`src/rtl/pipe_adder_pkg.sv`:
```
// Shared constants and helpers for the pipelined adder/accumulator.
// Mode encodings, the stage-count ceiling and the result-width rule live here.
package pipe_adder_pkg;

  localparam logic MODE_ADD   = 1'b0;
  localparam logic MODE_ACC   = 1'b1;
  localparam int   STAGES_MAX = 4;

  // Result carries one extra bit for the carry out of the operand width.
  function automatic int sum_w(input int width);
    return width + 1;
  endfunction

endpackage

```
`src/rtl/pipe_adder_acc_stage_reg.sv`:
```
// Delay stage for the adder pipeline: a {valid,data} register that advances on en.
// Data only loads with a valid beat so bubbles leave the last result in place.
module pipe_stage_reg #(
  parameter int DW = 9
) (
  input  logic          clk,
  input  logic          rst_n,
  input  logic          en,
  input  logic          prev_valid,
  input  logic [DW-1:0] prev_data,
  output logic          valid,
  output logic [DW-1:0] data
);

  always_ff @(posedge clk or negedge rst_n) begin
    if (!rst_n) begin
      valid <= 1'b0;
      data  <= '0;
    end else if (en) begin
      valid <= prev_valid;
      if (prev_valid) begin
        data <= prev_data;
      end
    end
  end

endmodule

```
`src/rtl/pipe_adder_acc.sv`:
```
// Pipelined WIDTH-bit adder / accumulator with valid/ready on both sides,
// a sticky accumulate-overflow flag and an accepted-beat counter.
module pipe_adder_acc
  import pipe_adder_pkg::*;
#(
  parameter int WIDTH  = 8,
  parameter int STAGES = 2,
  parameter int CNT_W  = 16
) (
  input  logic             clk,
  input  logic             rst_n,
  input  logic             in_valid,
  output logic             in_ready,
  input  logic [WIDTH-1:0] a,
  input  logic [WIDTH-1:0] b,
  input  logic             mode,
  input  logic             acc_clr,
  output logic             out_valid,
  input  logic             out_ready,
  output logic [WIDTH:0]   sum,
  output logic             ovf,
  output logic [CNT_W-1:0] txn_cnt
);

  localparam int SW = sum_w(WIDTH);

  logic          adv;
  logic          accept;
  logic          acc_beat;
  logic [SW-1:0] acc_reg;
  logic [SW-1:0] acc_base;
  logic [SW:0]   acc_full;
  logic [SW-1:0] r1;
  logic          ovf_reg;
  logic [CNT_W-1:0] cnt_reg;
  logic          s1_valid_reg;
  logic [SW-1:0] s1_data_reg;

  logic          stage_valid [STAGES];
  logic [SW-1:0] stage_data  [STAGES];

  assign out_valid = stage_valid[STAGES-1];
  assign sum       = stage_data[STAGES-1];
  assign adv       = !out_valid || out_ready;
  assign in_ready  = adv;
  assign ovf       = ovf_reg;
  assign txn_cnt   = cnt_reg;

  always_comb begin
    accept   = in_valid && adv;
    acc_beat = accept && (mode == MODE_ACC);
    // A clear in the same cycle as an accumulate beat makes that beat start from zero.
    acc_base = acc_clr ? '0 : acc_reg;
    acc_full = {1'b0, acc_base} + {2'b00, a};
    if (mode == MODE_ACC) begin
      r1 = acc_full[SW-1:0];
    end else begin
      r1 = {1'b0, a} + {1'b0, b};
    end
  end

  always_ff @(posedge clk or negedge rst_n) begin
    if (!rst_n) begin
      acc_reg <= '0;
      ovf_reg <= 1'b0;
      cnt_reg <= '0;
    end else begin
      if (acc_beat) begin
        acc_reg <= r1;
      end else if (acc_clr) begin
        acc_reg <= '0;
      end
      ovf_reg <= acc_clr ? 1'b0 : (ovf_reg | (acc_beat & acc_full[SW]));
      if (accept) begin
        cnt_reg <= cnt_reg + 1'b1;
      end
    end
  end

  always_ff @(posedge clk or negedge rst_n) begin
    if (!rst_n) begin
      s1_valid_reg <= 1'b0;
      s1_data_reg  <= '0;
    end else if (adv) begin
      s1_valid_reg <= accept;
      if (accept) begin
        s1_data_reg <= r1;
      end
    end
  end

  assign stage_valid[0] = s1_valid_reg;
  assign stage_data[0]  = s1_data_reg;

  generate
    for (genvar gi = 1; gi < STAGES; gi++) begin : g_stage
      pipe_stage_reg #(.DW(SW)) u_stage (
        .clk        (clk),
        .rst_n      (rst_n),
        .en         (adv),
        .prev_valid (stage_valid[gi-1]),
        .prev_data  (stage_data[gi-1]),
        .valid      (stage_valid[gi]),
        .data       (stage_data[gi])
      );
    end
  endgenerate

endmodule

```
`config.mk`:
```
export PLATFORM = sky130hd
export DESIGN_NAME = pipe_adder_acc
export DESIGN_NICKNAME = d
export VERILOG_FILES = /design/src/rtl/pipe_adder_pkg.sv /design/src/rtl/pipe_adder_acc_stage_reg.sv /design/src/rtl/pipe_adder_acc.sv
export SDC_FILE = /design/constraint.sdc
export NUM_CORES = 1
export LEC_CHECK = 0
export CAP_MARGIN = 20
export CORE_MARGIN = 2
export CORE_UTILIZATION = 52
export DETAILED_ROUTE_END_ITERATION = 8
export PLACE_DENSITY_LB_ADDON = 0.25
export SLEW_MARGIN = 20
export SYNTH_ARGS = -nofsm -noshare
export SYNTH_HDL_FRONTEND = slang
export SYNTH_SLANG_ARGS = --single-unit
```
`constraint.sdc`:
```
create_clock -name clk -period 2.7 [get_ports clk]
set_input_delay 0.27 -clock clk [delete_from_list [all_inputs] [get_ports clk]]
set_output_delay 0.27 -clock clk [all_outputs]
set_load 0.05 [all_outputs]
```
==> results of run 1 <==
[how the worst max path moves through the flow]
stage / startpoint / slack [ns] / endpoint
after floorplan: a[0] / 0.55 / s1_data_reg[8]
after detailed placement: a[0] / 0.002 / s1_data_reg[8]
after global routing: a[0] / 0.21 / s1_data_reg[8]
after global placement: a[0] / 0.01 / s1_data_reg[8]
after CTS: a[0] / 0.32 / s1_data_reg[8]
final: a[0] / 0.32 / s1_data_reg[8]
[cell type report]
type	count	area, um2
timing repair buffer	60	573.1
clock inverter	2	37.54
clock buffer	6	72.57
multi-input combinational	192	1361
inverter	6	22.52
tap	67	83.83
fill	383	1421
sequential	46	1151
[per-stage QoR]
stage	cell area [um2]	instances	setup WS (ns)	hold WS, ns
6_report	3302	379	0.3220	0.4755
5_1_grt	3302	379	0.2100	0.5045
4_1_cts	3289	378	0.3237	0.1681
3_5_place_dp	3179	370	0.002298	0.4624
3_3_place_gp	3179	370	0.01078	0.4480
2_1_floorplan	2555	249	0.5491	-0.02559
[cell usage in the layout (no fill, tap or decap), drive strengths merged, types with 2 or more instances in the layout]
cell type       n
a211oi          5
nand3           5
a31oi           2
xor2            4
mux2i           3
fa              2
mux2           12
and3            2
xnor2          20
and4            3
clkbuf          6
nand4           7
nor2           16
nor3            3
o21ai          18
nand2          29
a21oi          11
nor2b           9
dfrtp          46
inv             6
o211ai          3
a21o            6
ha             17
clkdlybuf4s50  48
buf            11
[layer usage]
layer / part of all wire / routed length (um) / global-route usage / up-vias
li1: - / - / - / 1020
met1: 0.44 / 2379 / 0.2787 / 964
met2: 0.50 / 2670 / 0.3720 / 53
met3: 0.043 / 229 / 0.04878 / 5
met4: 0.013 / 68 / 0.06869 / 0
met5: 0 / 0 / 0 / -
[where the power goes]
group          total, uW  internal (uW)  switching, uW
clock                517            276            240
combinational       1010            393            621
sequential           954            837            117
total               2480           1510            977
[cell usage after synthesis (2+ instances only)]
cell / instances / area [um2]
dfrtp_1: 46 / 1151
a21oi_1: 11 / 55.05
fa_1: 2 / 40.04
nor2b_1: 9 / 56.30
nand3_1: 5 / 25.02
and4_1: 3 / 26.28
xnor2_1: 20 / 175.2
a211oi_1: 5 / 37.54
mux2i_1: 3 / 30.03
nor3_1: 3 / 15.01
and3_1: 2 / 12.51
o211ai_1: 3 / 22.52
a31oi_1: 2 / 12.51
nor2_1: 16 / 60.06
nand4_1: 7 / 43.79
nand2_1: 29 / 108.9
ha_1: 17 / 212.7
inv_1: 6 / 22.52
clkbuf_1: 4 / 15.01
xor2_1: 4 / 35.03
o21ai_0: 17 / 85.08
a21o_1: 6 / 45.04
mux2_2: 12 / 135.1
[worst max-delay path: cells and delay by family]
family / cells / cell delay (ns)
buffers and inverters: 1 / 0.42
adder cells (fa/ha/maj): 2 / 0.65
AO/OA/AOI/OAI: 5 / 1.20
[kinds of logic (layout without fill, tap and decap cells)]
logic type,Yosys count,count (layout)
AO/OA/AOI/OAI,52,52
buffers and inverters,11,74
multiplexers,15,15
XOR/XNOR,24,24
AND/OR/NAND/NOR,82,82
flip-flops,46,46
adder cells (fa/ha/maj),19,19
[repair_timing]
| action | 4_1_cts | 5_1_grt |
|---|---|---|
| resized for setup | 0 | 0 |
| hold buffers | 0 | 1 |
| endpoints found under the hold margin | 0 | 7 |
==> results.cfg, run 1 <==
[placed_design]
io_buffers = 49
place_congestion = 0.9405
dp_hpwl_um = 4102

[power]
p_leak_uw = 0.001471
power_density_nw_per_um2 = 752.4
peakVddDrop_mv = 0.4578
finalPower_uw = 2484

[finish]
area_delta_synth_final_pct = 29.24
drive_above_1_share = 0.1026
n_antenna_cell = 0
nNetsFinal = 352
final_util = 0.6991
largest_reg_flops = 16

[floorplan]
initial_core_util = 0.5409
row_count = 25
die-area_um2 = 5490
io_pins = 50
coreArea_um2 = 4723
dieHeight_um = 74.10
dieWidth_um = 74.10

[routing]
vias_per_cell = 5.388
wire_per_inst_um = 14.11
route.detailed.drc = 0
first_pass_iters = 4
num_vias = 2042
ant_nets = 0
drtIter0Drc = 88
drt-total-wl_um = 5347

[synth]
muxShareOfSynthArea = 0.06464
synthSimpleGateAreaFrac = 0.1592
ys_types = 40
post_synth.cell_area_avg_um2 = 10.26
syn-cell-area_um2 = 2555
yosys_warnings = 0
ys_seq_elements = 46
synth_top_flop_cell = dfrtp_1
synthXorXnorAreaFrac = 0.08227
synth_compound_area_frac = 0.1278
seq_area_frac_synth = 0.4505
syn_nets = 290
async_flop_share = 1.000
synth_fa_ha_area_frac = 0.09892
synth_edf_count = 0
synthCells = 249
synth_top_family_by_area = simple AND/OR/NAND/NOR gates

[global_routing]
gr-usage-all-layers = 0.2186
grt_pass1_vias = 1989
grt_pass1_wl_um = 9066
grt_max_degree = 47
grt-ovfl-total = 0
antenna_found_initial = 0

[setup_path]
start_kind = input port
reg2reg_to = s1_data_reg[8]
cp.required_ns = 2.86
arrival_ns = 2.54
reg2reg_depth = 8
critPathSlowestCell = clkdlybuf4s50_1
crit_path_max_fanout = 3
r2r_setup_slack_ns = 0.51
crit_chain = clkdlybuf4s50_1, ha_1, fa_1, a21o_1, a221o_1, a21o_1, a2111oi_2, a211oi_1
worst_setup_path_end_kind = flop
crit_path_frequent_cell = a21o_1
crit-reg2reg-launch = acc_reg[0]
critical-path-max-stage-delay_ns = 0.42
crit_type = in -> reg

[timing]
tightest_slew_ns = 0.5652
final-setup-viol-count = 0
fin_skew_ns = 0.006403
fin_setup_tns_ns = 0
timing.final.crit_period_ns = 2.378
slew_viol_final = 0
fin_crit_sh = 0.8808
hold_violations = 0
slew_headroom = 0.6232
rsz0062_at_grt = no
max_freq_mhz = 420.5

[min_path]
hold_end = txn_cnt[15]
hold_depth = 1
min_from = txn_cnt[15]
min_path_type = reg -> reg

[clocking]
cts.htree.levels = 2
clkTransAtPathRegs_ns = 0.09
clockBufferDepth = 2
cts_tree = done
clkLatencyLatePin_ns = 0.30
clock_sinks = 46
cts_root_buf = clkbuf_8
numCtsBuffers = 5
postCtsSetupRepairBufs = 0

[outcome]
status = complete, no violations

[run]
maxCapViolations = 0
(Power assumes the default switching activity.)
==> inputs of run 2 (changes only) <==
--- a/constraint.sdc
+++ b/constraint.sdc
@@ -3,2 +3,2 @@
 set_output_delay 0.27 -clock clk [all_outputs]
-set_load 0.05 [all_outputs]
+set_load 0.01 [all_outputs]
==> results of run 2 <==
Same layout as run 1 (identical final DEF). Status: complete, no violations.
Among the figures that moved: total power 2484 uW -> 2158 uW; worst IR drop on VDD 0.4578 mV -> 0.3138 mV
